**src/rtl/pipe_ctrl_if.sv**
```systemverilog
// Handshake bundle between the pipeline stages and pipe_ctrl.
// master = pipe_ctrl (drives stall/flush/redirect), slave = pipeline side.
interface pipe_ctrl_if #(
    parameter int NUM_STAGES = 6,
    parameter int XLEN       = 32,
    parameter int CAUSE_W    = 5
);
    logic [NUM_STAGES-1:0] stallreq_i;
    logic                  except_valid_i;
    logic [CAUSE_W-1:0]    except_cause_i;
    logic                  mret_i;
    logic [XLEN-1:0]       mepc_i;
    logic [XLEN-1:0]       mtvec_i;
    logic                  branch_flag_i;
    logic [XLEN-1:0]       branch_tar_addr_i;
    logic [NUM_STAGES-1:0] stall_o;
    logic                  flush_o;
    logic [XLEN-1:0]       new_pc_o;
    logic                  redirect_valid_o;
    logic [15:0]           stall_cnt_o;
    logic                  stall_timeout_o;

    modport master (
        input  stallreq_i, except_valid_i, except_cause_i, mret_i, mepc_i,
               mtvec_i, branch_flag_i, branch_tar_addr_i,
        output stall_o, flush_o, new_pc_o, redirect_valid_o, stall_cnt_o,
               stall_timeout_o
    );

    modport slave (
        output stallreq_i, except_valid_i, except_cause_i, mret_i, mepc_i,
               mtvec_i, branch_flag_i, branch_tar_addr_i,
        input  stall_o, flush_o, new_pc_o, redirect_valid_o, stall_cnt_o,
               stall_timeout_o
    );
endinterface

```
**src/rtl/pipe_ctrl.sv**
```systemverilog
// Pipeline control: per-stage stall masks, registered redirect/flush sequencing
// for exceptions, mret and mispredicts, and a consecutive-stall watchdog.
module pipe_ctrl #(
    parameter int          NUM_STAGES     = 6,
    parameter int          XLEN           = 32,
    parameter int          CAUSE_W        = 5,
    parameter int unsigned NUM_VECTORS    = 16,
    parameter int          IF_STALL_DEPTH = 2,
    parameter int          FLUSH_LEN      = 1,
    parameter int unsigned STALL_TIMEOUT  = 1024
) (
    input  logic          clk,
    input  logic          rst,
    pipe_ctrl_if.master   bus
);
    typedef enum logic {RUN, FLUSH} state_e;

    state_e                state_q, state_d;
    logic [3:0]            flush_cnt_q, flush_cnt_d;
    logic [XLEN-1:0]       new_pc_q, new_pc_d;
    logic                  redir_q, redir_d;
    logic [15:0]           stall_cnt_q, stall_cnt_d;
    logic                  timeout_q, timeout_d;

    logic [NUM_STAGES-1:0] req_mask;
    logic [NUM_STAGES-1:0] stall;
    logic [XLEN-1:0]       trap_base, trap_tgt, target;
    logic                  take_exc, take_mret, take_br, accept;
    int                    hi_idx;
    logic                  any_req;

    // Requests from stage 0 (fetch) must also hold the stages up to IF_STALL_DEPTH.
    always_comb begin
        hi_idx  = 0;
        any_req = 1'b0;
        for (int i = 0; i < NUM_STAGES; i++) begin
            if (bus.stallreq_i[i]) begin
                hi_idx  = i;
                any_req = 1'b1;
            end
        end
        if (hi_idx == 0) hi_idx = IF_STALL_DEPTH;
        req_mask = '0;
        if (any_req) begin
            for (int i = 0; i < NUM_STAGES; i++) req_mask[i] = (i <= hi_idx);
        end
    end

    always_comb begin
        trap_base = {bus.mtvec_i[XLEN-1:2], 2'b00};
        trap_tgt  = trap_base;
        if (bus.mtvec_i[1:0] == 2'b01 && 32'(bus.except_cause_i) < NUM_VECTORS)
            trap_tgt = trap_base + (XLEN'(bus.except_cause_i) << 2);
    end

    // NOTE: every signal driven here gets a default first, so no path leaves it unassigned (no latch).
    always_comb begin
        state_d     = state_q;
        flush_cnt_d = flush_cnt_q;
        new_pc_d    = new_pc_q;
        redir_d     = 1'b0;

        take_exc  = bus.except_valid_i;
        take_mret = !bus.except_valid_i && bus.mret_i;
        // A branch resolving during a flush belongs to a squashed wrong-path instruction.
        take_br   = (state_q == RUN) && !bus.except_valid_i && !bus.mret_i && bus.branch_flag_i;
        accept    = take_exc || take_mret || take_br;

        if (take_exc)       target = trap_tgt;
        else if (take_mret) target = bus.mepc_i;
        else                target = bus.branch_tar_addr_i;

        if (accept) begin
            state_d     = FLUSH;
            flush_cnt_d = 4'(FLUSH_LEN - 1);
            new_pc_d    = target;
            redir_d     = 1'b1;
        end else if (state_q == FLUSH) begin
            if (flush_cnt_q == 4'd0) state_d = RUN;
            else                     flush_cnt_d = flush_cnt_q - 4'd1;
        end

        stall = (state_q == RUN && !accept && !rst) ? req_mask : '0;

        if (stall != '0)
            stall_cnt_d = (stall_cnt_q == 16'hFFFF) ? stall_cnt_q : stall_cnt_q + 16'd1;
        else
            stall_cnt_d = '0;

        timeout_d = (STALL_TIMEOUT != 0) && (32'(stall_cnt_d) == STALL_TIMEOUT) &&
                    (stall_cnt_d != stall_cnt_q);
    end

    // NOTE: sequential state uses non-blocking assignments so all registers update together.
    always_ff @(posedge clk or posedge rst) begin
        if (rst) begin
            state_q     <= RUN;
            flush_cnt_q <= '0;
            new_pc_q    <= '0;
            redir_q     <= 1'b0;
            stall_cnt_q <= '0;
            timeout_q   <= 1'b0;
        end else begin
            state_q     <= state_d;
            flush_cnt_q <= flush_cnt_d;
            new_pc_q    <= new_pc_d;
            redir_q     <= redir_d;
            stall_cnt_q <= stall_cnt_d;
            timeout_q   <= timeout_d;
        end
    end

    assign bus.stall_o          = stall;
    assign bus.flush_o          = (state_q == FLUSH);
    assign bus.new_pc_o         = new_pc_q;
    assign bus.redirect_valid_o = redir_q;
    assign bus.stall_cnt_o      = stall_cnt_q;
    assign bus.stall_timeout_o  = timeout_q;
endmodule
```
**src/flat_wrapper.sv**
```systemverilog
// flat-port wrapper written by rule: the top's interface ports become plain ports
module pipe_ctrl_flat 
#(
    parameter int          NUM_STAGES     = 6,
    parameter int          XLEN           = 32,
    parameter int          CAUSE_W        = 5,
    parameter int unsigned NUM_VECTORS    = 16,
    parameter int          IF_STALL_DEPTH = 2,
    parameter int          FLUSH_LEN      = 1,
    parameter int unsigned STALL_TIMEOUT  = 1024
)
  (clk, rst, bus_stallreq_i, bus_except_valid_i, bus_except_cause_i, bus_mret_i, bus_mepc_i, bus_mtvec_i, bus_branch_flag_i, bus_branch_tar_addr_i, bus_stall_o, bus_flush_o, bus_new_pc_o, bus_redirect_valid_o, bus_stall_cnt_o, bus_stall_timeout_o);
  pipe_ctrl_if #(.NUM_STAGES(NUM_STAGES), .XLEN(XLEN), .CAUSE_W(CAUSE_W)) bus_i ();
  input  logic clk;
  input  logic rst;
  input wire logic [$bits(bus_i.stallreq_i)-1:0] bus_stallreq_i;
  input wire logic [$bits(bus_i.except_valid_i)-1:0] bus_except_valid_i;
  input wire logic [$bits(bus_i.except_cause_i)-1:0] bus_except_cause_i;
  input wire logic [$bits(bus_i.mret_i)-1:0] bus_mret_i;
  input wire logic [$bits(bus_i.mepc_i)-1:0] bus_mepc_i;
  input wire logic [$bits(bus_i.mtvec_i)-1:0] bus_mtvec_i;
  input wire logic [$bits(bus_i.branch_flag_i)-1:0] bus_branch_flag_i;
  input wire logic [$bits(bus_i.branch_tar_addr_i)-1:0] bus_branch_tar_addr_i;
  output wire logic [$bits(bus_i.stall_o)-1:0] bus_stall_o;
  output wire logic [$bits(bus_i.flush_o)-1:0] bus_flush_o;
  output wire logic [$bits(bus_i.new_pc_o)-1:0] bus_new_pc_o;
  output wire logic [$bits(bus_i.redirect_valid_o)-1:0] bus_redirect_valid_o;
  output wire logic [$bits(bus_i.stall_cnt_o)-1:0] bus_stall_cnt_o;
  output wire logic [$bits(bus_i.stall_timeout_o)-1:0] bus_stall_timeout_o;
  assign bus_i.stallreq_i = bus_stallreq_i;
  assign bus_i.except_valid_i = bus_except_valid_i;
  assign bus_i.except_cause_i = bus_except_cause_i;
  assign bus_i.mret_i = bus_mret_i;
  assign bus_i.mepc_i = bus_mepc_i;
  assign bus_i.mtvec_i = bus_mtvec_i;
  assign bus_i.branch_flag_i = bus_branch_flag_i;
  assign bus_i.branch_tar_addr_i = bus_branch_tar_addr_i;
  assign bus_stall_o = bus_i.stall_o;
  assign bus_flush_o = bus_i.flush_o;
  assign bus_new_pc_o = bus_i.new_pc_o;
  assign bus_redirect_valid_o = bus_i.redirect_valid_o;
  assign bus_stall_cnt_o = bus_i.stall_cnt_o;
  assign bus_stall_timeout_o = bus_i.stall_timeout_o;
  pipe_ctrl #(.NUM_STAGES(NUM_STAGES), .XLEN(XLEN), .CAUSE_W(CAUSE_W), .NUM_VECTORS(NUM_VECTORS), .IF_STALL_DEPTH(IF_STALL_DEPTH), .FLUSH_LEN(FLUSH_LEN), .STALL_TIMEOUT(STALL_TIMEOUT)) u_core (.clk(clk), .rst(rst), .bus(bus_i));
endmodule
```
**config.mk**
```make
export PLATFORM = sky130hd
export DESIGN_NAME = pipe_ctrl_flat
export DESIGN_NICKNAME = d
export VERILOG_FILES = /design/src/rtl/pipe_ctrl_if.sv /design/src/rtl/pipe_ctrl.sv /design/src/flat_wrapper.sv
export SDC_FILE = /design/constraint.sdc
export NUM_CORES = 1
export LEC_CHECK = 0
export CAP_MARGIN = 20
export CORE_UTILIZATION = 36
export CTS_CLUSTER_SIZE = 10
export DETAILED_ROUTE_END_ITERATION = 12
export GPL_TIMING_DRIVEN = 0
export PLACE_DENSITY = 0.78
export SETUP_SLACK_MARGIN = 0.4
export SYNTH_ARGS = -nofsm -noshare
export SYNTH_HDL_FRONTEND = slang
export SYNTH_SLANG_ARGS = --single-unit
```
**constraint.sdc**
```tcl
create_clock -name clk -period 2.7 [get_ports clk]
set_input_delay 0.54 -clock clk [delete_from_list [all_inputs] [get_ports clk]]
set_output_delay 0.54 -clock clk [all_outputs]
set_load 0.01 [all_outputs]
```
==> results.md, run 1 <==
* Clock transition at path regs at 110 ps
* CTS Hold Buffers Added at 0
* DIE WIDTH at 106 um
* Actual slew at the worst max-slew pin at 672 ps
* DR WL/cell at 17.2 um
* Sequential share of power at 44.5%
* Gr ovfl total at 0
* Final hold violation count at 0
* Clk sink count at 55
* Die area at 11,200 um2
* Worst R2R Start: u_core.bus.stall_cnt_o[11]
* CTS tree: yes
* Comb power frac at 32.3%
* Compound-cell area share of the yosys netlist at 18.9%
* Reg2reg path depth at 7
* Min-delay worst type: primary input to async pin
* Final antenna-violating net count at 0
* Synth Warn # at 0
* Syn_area_per_cell at 8.66 um2
* Share of cells above drive strength 1 at 15.2%
* Post-Route Skew at 4.45 ps
* Main combinational cell family by area after synthesis: simple AND/OR/NAND/NOR gates
* CP Capture Type: primary output
* Hpwl dp at 10,200 um
* IO Count at 169
* Worst reg-to-reg setup slack at 460 ps
* Period utilization at 86.9%
* Worst setup SP type: primary input
* Clock share of power at 23.2%
* N_diodes at 0
* Post-Synth Adder-Cell Area at 3.60%
* VDD IR-drop max at 0.236 mV
* Initial antenna violation count at 0
* Status: complete, no violations
* Detailed-route via count at 4,292
* Cells after synthesis at 449
* Non-filler cells in the finished layout at 787
* Cell taking the most area after synthesis: dfrtp_1
* Vias in the first global route at 4,301
* Pin count of the biggest net entering global routing at 39
* TritonCTS buffer count at 5
* Setup crit start: bus_except_valid_i
* Post-synthesis sequential area ratio at 35.4%
* Synth area leaders: dfrtp_1, mux2i_1, xor2_1, nor2_1, a211oi_1
* Number of synthesized register bits at 55
* PD cells at 329 nW/um2
* IO buf count at 166
* Required time of the worst setup path at 2160 ps
* Synth top area share at 35.4%
* CP max FO at 3
* Max Fclk at 0.426 GHz
* Clock Tree Buf Depth at 2
* Top post-synthesis cells by count: nor2_1, dfrtp_1, a21oi_1
* Die Ht at 106 um
* Setup-failing EPs final at 0
* Num rows at 37
* DRC violations left at 0
* Sw frac at 30.6%
* CP Class: primary input to primary output
* CTS root buf: clkbuf_8
* Core area at 10,400 um2
* First-pass GRT wire length at 20,800 um
* Post-synthesis mux area share at 9.55%
* Predominant post-synthesis flop cell: dfrtp_1
* Rel. slew slack at 55.2%
* Area grow syn2layout at 60.4%
* Worst-skew pair later-pin latency at 310 ps
* # nets final at 771
* Fin. max-slew vios at 0
* Psw at 0.629 mW
* Synth Area in XOR/XNOR at 8.11%
* Final Power at 2.06 mW
* Dpl cells at 752
* Pint at 1.43 mW
* GRT Overall Usage at 23.7%
* Initial Util at 37.3%
* Detailed Routing Iterations Pass 1 at 4
* # H-tree levels at 2
* Post-Syn Nets at 570
* Number of flops mapped to enable cells by yosys at 0
* Simple-gate area share of the yosys netlist at 20.2%
* DR iter-0 viols at 214
* Filler cells at 917
* CP endpoint: bus_stall_o[3]
* Reg2reg end: u_core.bus.stall_timeout_o
* Cell with the most instances after synthesis: nor2_1
* Max Cap Viol at 0
* RSZ-0062 raised after global routing: yes
* Total Wirelength at 13,600 um
* Mapped Area at 3890 um2
* CP arrival at 1810 ps
* Post-synth ARST share at 100%
* Count of different cell masters after synthesis at 49
* Tmin final at 2350 ps
* Drt via density at 5.45
* Placer Congestion at 0.882
* Leakage at 2.43 nW
power by group through the flow:
stage                     clock, mW  combinational, mW  sequential [mW]
after detailed placement          0              0.634            0.929
final                         0.476              0.664            0.916
after global placement            0              0.617            0.929
after CTS                     0.479              0.657            0.915
after global routing          0.517              0.719            0.922
after floorplan                   0              0.251            0.947
how the worst min path moves through the flow:
stage / cells after the start / slack (ps) / endpoint
2_1_floorplan: 2 / 500 / u_core.flush_cnt_q[1]
3_3_place_gp: 2 / 470 / u_core.bus.new_pc_o[4]
3_5_place_dp: 2 / 480 / u_core.bus.new_pc_o[4]
4_1_cts: 2 / 250 / u_core.bus.new_pc_o[2]
5_1_grt: 2 / 270 / u_core.bus.new_pc_o[6]
6_report: 2 / 250 / u_core.bus.new_pc_o[4]
logic make-up after synthesis:
family	Yosys count
mux	37
fa+ha+maj	11
compound gates	112
xor+xnor	36
simple gates	154
buf+inv	44
flops	55
flip-flops by register name, indices dropped and copies added (netlist names):
signal                       cells
u_core.bus.redirect_valid_o      1
u_core.flush_cnt_q               4
u_core.bus.flush_o               1
u_core.bus.new_pc_o             32
u_core.bus.stall_cnt_o          16
u_core.bus.stall_timeout_o       1
cells in the final DEF, fill, tap and decap left out, types with 3 or more instances in the layout:
| cell | count |
|---|---|
| a211oi_1 | 26 |
| a21oi_1 | 37 |
| a31oi_1 | 4 |
| and2_1 | 4 |
| and3_1 | 7 |
| and3_4 | 4 |
| and4_1 | 4 |
| buf_2 | 11 |
| buf_4 | 26 |
| buf_6 | 4 |
| clkbuf_1 | 15 |
| clkbuf_16 | 3 |
| clkbuf_2 | 4 |
| clkbuf_8 | 5 |
| clkdlybuf4s50_1 | 147 |
| dfrtp_1 | 48 |
| dfrtp_2 | 7 |
| dlygate4sd2_1 | 5 |
| dlymetal6s2s_1 | 3 |
| ha_1 | 4 |
| ha_4 | 3 |
| inv_1 | 11 |
| mux2i_1 | 36 |
| nand2_1 | 23 |
| nand3_1 | 13 |
| nand4_1 | 11 |
| nor2_1 | 56 |
| nor2b_1 | 4 |
| nor3_1 | 5 |
| o2111ai_1 | 5 |
| o211ai_1 | 5 |
| o21a_1 | 4 |
| o21ai_0 | 17 |
| xnor2_1 | 10 |
| xor2_1 | 25 |
critical path, cell delays in order:
cell	delay, ps
clkbuf_16	120
or4_4	540
nor2_4	160
buf_6	120
buf_6	80
o31a_1	110
buf_2	130
layout make-up:
cell class / count / area [um2] / share of cell area [%]
Inverter: 15 / 63.8 / 1.02
Buffer: 29 / 203 / 3.25
Clock buffer: 6 / 72.6 / 1.16
Sequential cell: 55 / 1390 / 22.2
Timing Repair Buffer: 194 / 1860 / 29.8
Clock inverter: 2 / 12.5 / 0.201
Multi-Input combinational cell: 350 / 2470 / 39.6
Tap cell: 136 / 170 / 2.73
per-layer routing:
metal  vias up  GRT usage, %  share of wire, %  wire length, um
li1       2022             -                 -                -
met1      2056          27.3                40             5360
met2       195          42.2                50             6760
met3        19          6.62               8.9             1210
met4         0          7.74               1.6              220
met5         -             0                 0                0
through the flow:
stage	setup slack (ps)	util [%]	hold WS [ps]	setup TNS [ps]	instance area [um2]
after floorplan	369	-	504	0	3920
after global placement	-547	55.2	467	-28640	5750
after detailed placement	-546	55.4	476	-9800	5770
after CTS	336	58.4	247	0	6080
after global routing	305	59.9	274	0	6240
final	353	59.9	246	0	6240
timing repair:
item / CTS / global route
setup endpoints to repair: 35 / 29
gates resized for setup: 77 / 40
buffers inserted: 17 / 10
pin swaps: 16 / 16
(Power assumes the default switching activity.)
==> run 2, diff against run 1 <==
Settings changed: CORE_MARGIN set to 2, REMOVE_ABC_BUFFERS set to 1.
==> run 2 against run 1 <==
Effect of this change: wire length is 1.1% lower; global-route usage fell by 1.0 points; power up 3.3%; critical endpoint is now bus_stall_o[2]; largest cell class unchanged.
==> results.md, run 2 (synthesized netlist as in run 1, its figures left out) <==
* Period utilization at 88.9%
* Min-delay worst type: primary input to async pin
* Die Ht at 108 um
* Tmin final at 2400 ps
* Max Cap Viol at 0
* First-pass GRT wire length at 20,700 um
* CTS Hold Buffers Added at 0
* Psw at 0.615 mW
* DR WL/cell at 17.4 um
* Commonest non-fill, non-tap cell in the layout: clkdlybuf4s50_1
* Total Wirelength at 13,400 um
* CP max FO at 4
* Max Fclk at 0.417 GHz
* Required time of the worst setup path at 2160 ps
* Met2 Use GR at 42.3%
* Initial Util at 37.3%
* Rel. slew slack at 62.0%
* Detailed Routing Iterations Pass 1 at 4
* Leakage at 2.45 nW
* Slowest cell on crit path: or4_4
* Placer Congestion at 0.869
* Vias in the first global route at 4,083
* Max reg flops at 32
* # H-tree levels at 2
* Num rows at 37
* CP Class: primary input to primary output
* Drt via density at 5.32
* Final instance area at 6360 um2
* Pint at 1.51 mW
* TritonCTS buffer count at 5
* IO Count at 169
* Setup-failing EPs final at 0
* IO buf count at 168
* Post-Route Skew at 8.04 ps
* DR iter-0 viols at 187
* Comb power frac at 32.8%
* GRT Overall Usage at 22.6%
* Gr ovfl total at 0
* DRC violations left at 0
* Hpwl dp at 9290 um
* RSZ-0062 raised after global routing: yes
* Detailed-route via count at 4,108
* CP peak stage delay at 540 ps
* Grt peak-use layer: met2
* Final antenna-violating net count at 0
* Worst setup SP type: primary input
* DIE WIDTH at 108 um
* Pin count of the biggest net entering global routing at 35
* Final Power at 2.12 mW
* Dpl cells at 729
* Final hold violation count at 0
* Filler cells at 896
* Area grow syn2layout at 63.6%
* Most frequent cells in the layout: clkdlybuf4s50_1, nor2_1, dfrtp_1
* Sequential share of power at 43.0%
* Clk sink count at 55
* CP Capture Type: primary output
* CTS tree: yes
* Actual slew at the worst max-slew pin at 570 ps
* Initial antenna violation count at 0
* # nets final at 756
* Core area at 10,400 um2
* CTS root buf: clkbuf_8
* Clock Tree Buf Depth at 2
* CP arrival at 1860 ps
* Clock share of power at 24.2%
* Cell Chain, Critical Path: buf_16 -> or4_4 -> nor2_4 -> nand2_8 -> buf_6 -> a21oi_2 -> buf_2
* Worst-skew pair later-pin latency at 300 ps
* Placed cell area at 5730 um2
* Status: complete, no violations
* Die area at 11,700 um2
* Share of cells above drive strength 1 at 17.3%
* Sw frac at 29.0%
* VDD IR-drop max at 0.201 mV
* N_diodes at 0
* Non-filler cells in the finished layout at 772
* Met3 GRT Util at 4.46%
* Clock transition at path regs at 110 ps
* Fin. max-slew vios at 0
* Met1 usage at 27.2%
* PD cells at 334 nW/um2
==> run 2: changes by cell type in the layout (fill, tap and decap cells not counted), sizes merged <==
cell	change
inv	+1
clkinv	-2
clkbuf	-18
dlygate4sd2	+1
clkinvlp	-1
clkdlybuf4s50	+2
dlymetal6s2s	-3
buf	+3
bufbuf	+2
==> run 2: per-stage QoR <==
stage | setup TNS [ps] | hold WS [ps] | setup slack [ps] | utilization [%]
final | 0 | 289 | 300 | 61.1
after global routing | 0 | 321 | 276 | 61.1
after CTS | 0 | 303 | 340 | 59.6
after detailed placement | -8940 | 481 | -887 | 55.0
after global placement | -136730 | 477 | -2490 | 54.1
after floorplan | -13850 | 504 | -529 | -
==> run 2: critical path, delay by kind of cell <==
| family | cells | cell delay, ps |
|---|---|---|
| AOI/OAI and AO/OA | 1 | 110 |
| and+or+nand+nor | 3 | 820 |
| buffers and inverters | 3 | 390 |
==> run 2: area by class of cell <==
| class | instances | area [um2] | area share [%] |
|---|---|---|---|
| timing repair buffer | 208 | 2100 | 33.0 |
| inverter | 15 | 56.3 | 0.885 |
| multi-input combinational | 350 | 2550 | 40.0 |
| sequential | 55 | 1390 | 21.9 |
| tap | 136 | 170 | 2.67 |
| clock buffer | 8 | 100 | 1.57 |
==> run 2: repair_timing <==
item	4_1_cts	5_1_grt
pin swaps	19	14
gates cloned	2	0
gates resized for setup	94	24
endpoints found under the setup margin	38	28
setup buffers	19	13
==> run 2: power groups by stage <==
stage / Combinational, mW / Sequential [mW] / Clock [mW]
after global placement: 0.605 / 0.928 / 0
after CTS: 0.682 / 0.914 / 0.527
final: 0.696 / 0.913 / 0.513
after floorplan: 0.226 / 0.947 / 0
after global routing: 0.755 / 0.920 / 0.557
after detailed placement: 0.631 / 0.927 / 0
==> run 2: worst paths after layout <==
kind,from,end,slack (ps),depth (start not counted)
min reg2reg,u_core.bus.new_pc_o[5],u_core.bus.new_pc_o[5],500,2
max reg2reg,u_core.bus.stall_cnt_o[8],u_core.bus.stall_timeout_o,450,6
min,rst,u_core.bus.new_pc_o[25],290,2
max in group asynchronous,rst,u_core.bus.stall_cnt_o[4],1820,3
max,bus_except_valid_i,bus_stall_o[2],300,7
min in group clk,u_core.bus.new_pc_o[5],u_core.bus.new_pc_o[5],500,2
==> run 2: routing by layer <==
metal  routed length (um)  share of wire, %  vias up
li1                     -                 -     1993
met1                 5450                41     1972
met2                 7100                53      135
met3                  725               5.4        8
met4                  116              0.87        0
met5                    0                 0        -
==> run 3, diff against run 2 <==
Settings changed: PLACE_DENSITY 0.78 to not set, PLACE_DENSITY_LB_ADDON set to 0.15.
==> run 3 against run 2 <==
Effect of this change: largest cell class unchanged; critical path depth stayed put; die area stayed put; power is 2.7% lower; register-to-register slack hardly changed; combinational power is 5.5% lower; sequential share of layout area is 0.70 points higher; global-route usage is 1.5 points lower; non-clock buffer count is 10 lower; core utilization is 1.9 points lower; maximum frequency is 4.7% higher; cell count is 1.3% lower; first-iteration DRC count is 5.9% higher.
==> results.md, run 3 (synthesized netlist as in run 1, its figures left out) <==
* Status: complete, no violations
* Min-delay worst type: primary input to async pin
* Gr ovfl total at 0
* Detailed-route via count at 3,983
* N_diodes at 0
* Slowest cell on crit path: or4_4
* Die Ht at 108 um
* Pin count of the biggest net entering global routing at 51
* DIE WIDTH at 108 um
* Commonest non-fill, non-tap cell in the layout: clkdlybuf4s50_1
* CP arrival at 1750 ps
* Rel. slew slack at 35.5%
* Die area at 11,700 um2
* VDD IR-drop max at 0.224 mV
* Final instance area at 6160 um2
* Initial antenna violation count at 0
* Non-filler cells in the finished layout at 762
* CP max FO at 3
* Num rows at 37
* Initial Util at 37.3%
* CP Capture Type: primary output
* Vias in the first global route at 3,981
* Clock transition at path regs at 100 ps
* Clk sink count at 55
* Hpwl dp at 8920 um
* Final Power at 2.07 mW
* Final antenna-violating net count at 0
* Area grow syn2layout at 58.4%
* RSZ-0062 raised after global routing: yes
* Reg2reg end: u_core.bus.stall_timeout_o
* First-pass GRT wire length at 19,600 um
* Max Fclk at 0.436 GHz
* DR WL/cell at 16.0 um
* CTS root buf: clkbuf_8
* CP dominant cell by count: buf_6
* IO buf count at 168
* Period utilization at 84.9%
* Worst-skew pair later-pin latency at 310 ps
* Total Wirelength at 12,200 um
* GRT Overall Usage at 21.2%
* IO Count at 169
* PD cells at 335 nW/um2
* CP peak stage delay at 540 ps
* Share of cells above drive strength 1 at 14.9%
* # nets final at 746
* Actual slew at the worst max-slew pin at 960 ps
* Fin Setup TNS at 0 ps
* Required time of the worst setup path at 2160 ps
* Post-Route Skew at 3.84 ps
* Placed cell area at 5720 um2
* TritonCTS buffer count at 5
* Tmin final at 2290 ps
* Core area at 10,400 um2
* Worst reg-to-reg setup slack at 450 ps
* Leakage at 2.38 nW
* Max reg flops at 32
* Setup-failing EPs final at 0
* Most frequent cells in the layout: clkdlybuf4s50_1, nor2_1, dfrtp_1
* Clock Tree Buf Depth at 2
* DRC violations left at 0
* Dpl cells at 729
* CTS tree: yes
* Max Cap Viol at 0
* # H-tree levels at 2
* CP Class: primary input to primary output
* Worst setup SP type: primary input
* Detailed Routing Iterations Pass 1 at 5
* Cell Chain, Critical Path: buf_12 -> or4_4 -> nor2_4 -> buf_6 -> buf_6 -> o31a_1 -> buf_2
* Worst R2R Start: u_core.bus.stall_cnt_o[1]
* Fin. max-slew vios at 0
* DR iter-0 viols at 198
* Reg2reg path depth at 7
* Drt via density at 5.23
* Placer Congestion at 0.861
* Final hold violation count at 0
* Filler cells at 924
## run 3: cell types whose count changed in the layout (fill, tap and decap cells not counted), sizes merged
cell	previous run	this run
clkbuf	11	8
bufbuf	2	1
clkinv	0	1
buf	47	38
clkinvlp	0	1
dlygate4sd2	6	5
dlymetal6s2s	0	3
clkdlybuf4s15	1	0
## run 3: routing by layer
| metal | GRT usage (%) | up-vias | routed length (um) |
|---|---|---|---|
| met3 | 4.34 | 16 | 758 |
| met4 | 6.32 | 0 | 278 |
| met5 | 0 | - | 0 |
| li1 | - | 1988 | - |
| met1 | 25.9 | 1855 | 5210 |
| met2 | 37.4 | 124 | 5980 |
## run 3: critical path: cells and delay by family
kind                   cells  cell delay [ps]
and+or+nand+nor            2              650
buffers and inverters      4              440
AOI/OAI and AO/OA          1              110
## run 3: power breakdown
group	switching (mW)	internal (mW)	total [mW]
combinational	0.282	0.377	0.658
clock	0.285	0.210	0.495
sequential	0.0342	0.878	0.912
## run 3: worst max path at each step
stage / startpoint / endpoint / slack (ps) / depth (start not counted)
global route: bus_mtvec_i[3] / u_core.bus.new_pc_o[20] / 350 / 9
detailed placement: bus_branch_flag_i / bus_stall_o[1] / -940 / 6
global placement: bus_except_valid_i / bus_stall_o[1] / -2550 / 6
finish: bus_mret_i / bus_stall_o[3] / 410 / 7
floorplan: bus_branch_flag_i / u_core.flush_cnt_q[0] / -530 / 4
CTS: bus_mret_i / bus_stall_o[2] / 380 / 7
## run 3: through the flow
stage          worst slack (ps)  hold slack [ps]  utilization, %
2_1_floorplan              -529              504               -
3_3_place_gp              -2550              464            54.1
3_5_place_dp               -937              478            54.9
4_1_cts                     382              283            58.4
5_1_grt                     353              303            59.1
6_report                    406              273            59.1
## run 3: area by class of cell
class / count / area (um2) / area share (%)
Clock inverter: 2 / 16.3 / 0.264
Multi-Input combinational cell: 350 / 2480 / 40.2
Inverter: 15 / 58.8 / 0.955
Timing Repair Buffer: 198 / 1970 / 31.9
Sequential cell: 55 / 1390 / 22.6
Tap cell: 136 / 170 / 2.76
Clock buffer: 6 / 82.6 / 1.34
## run 3: repair_timing
action,4_1_cts,5_1_grt
hold buffers,0,0
resized for setup,77,19
cloned,1,0
endpoints found under the hold margin,0,0
setup buffers,17,7
pin swaps,18,12
endpoints found under the setup margin,36,27
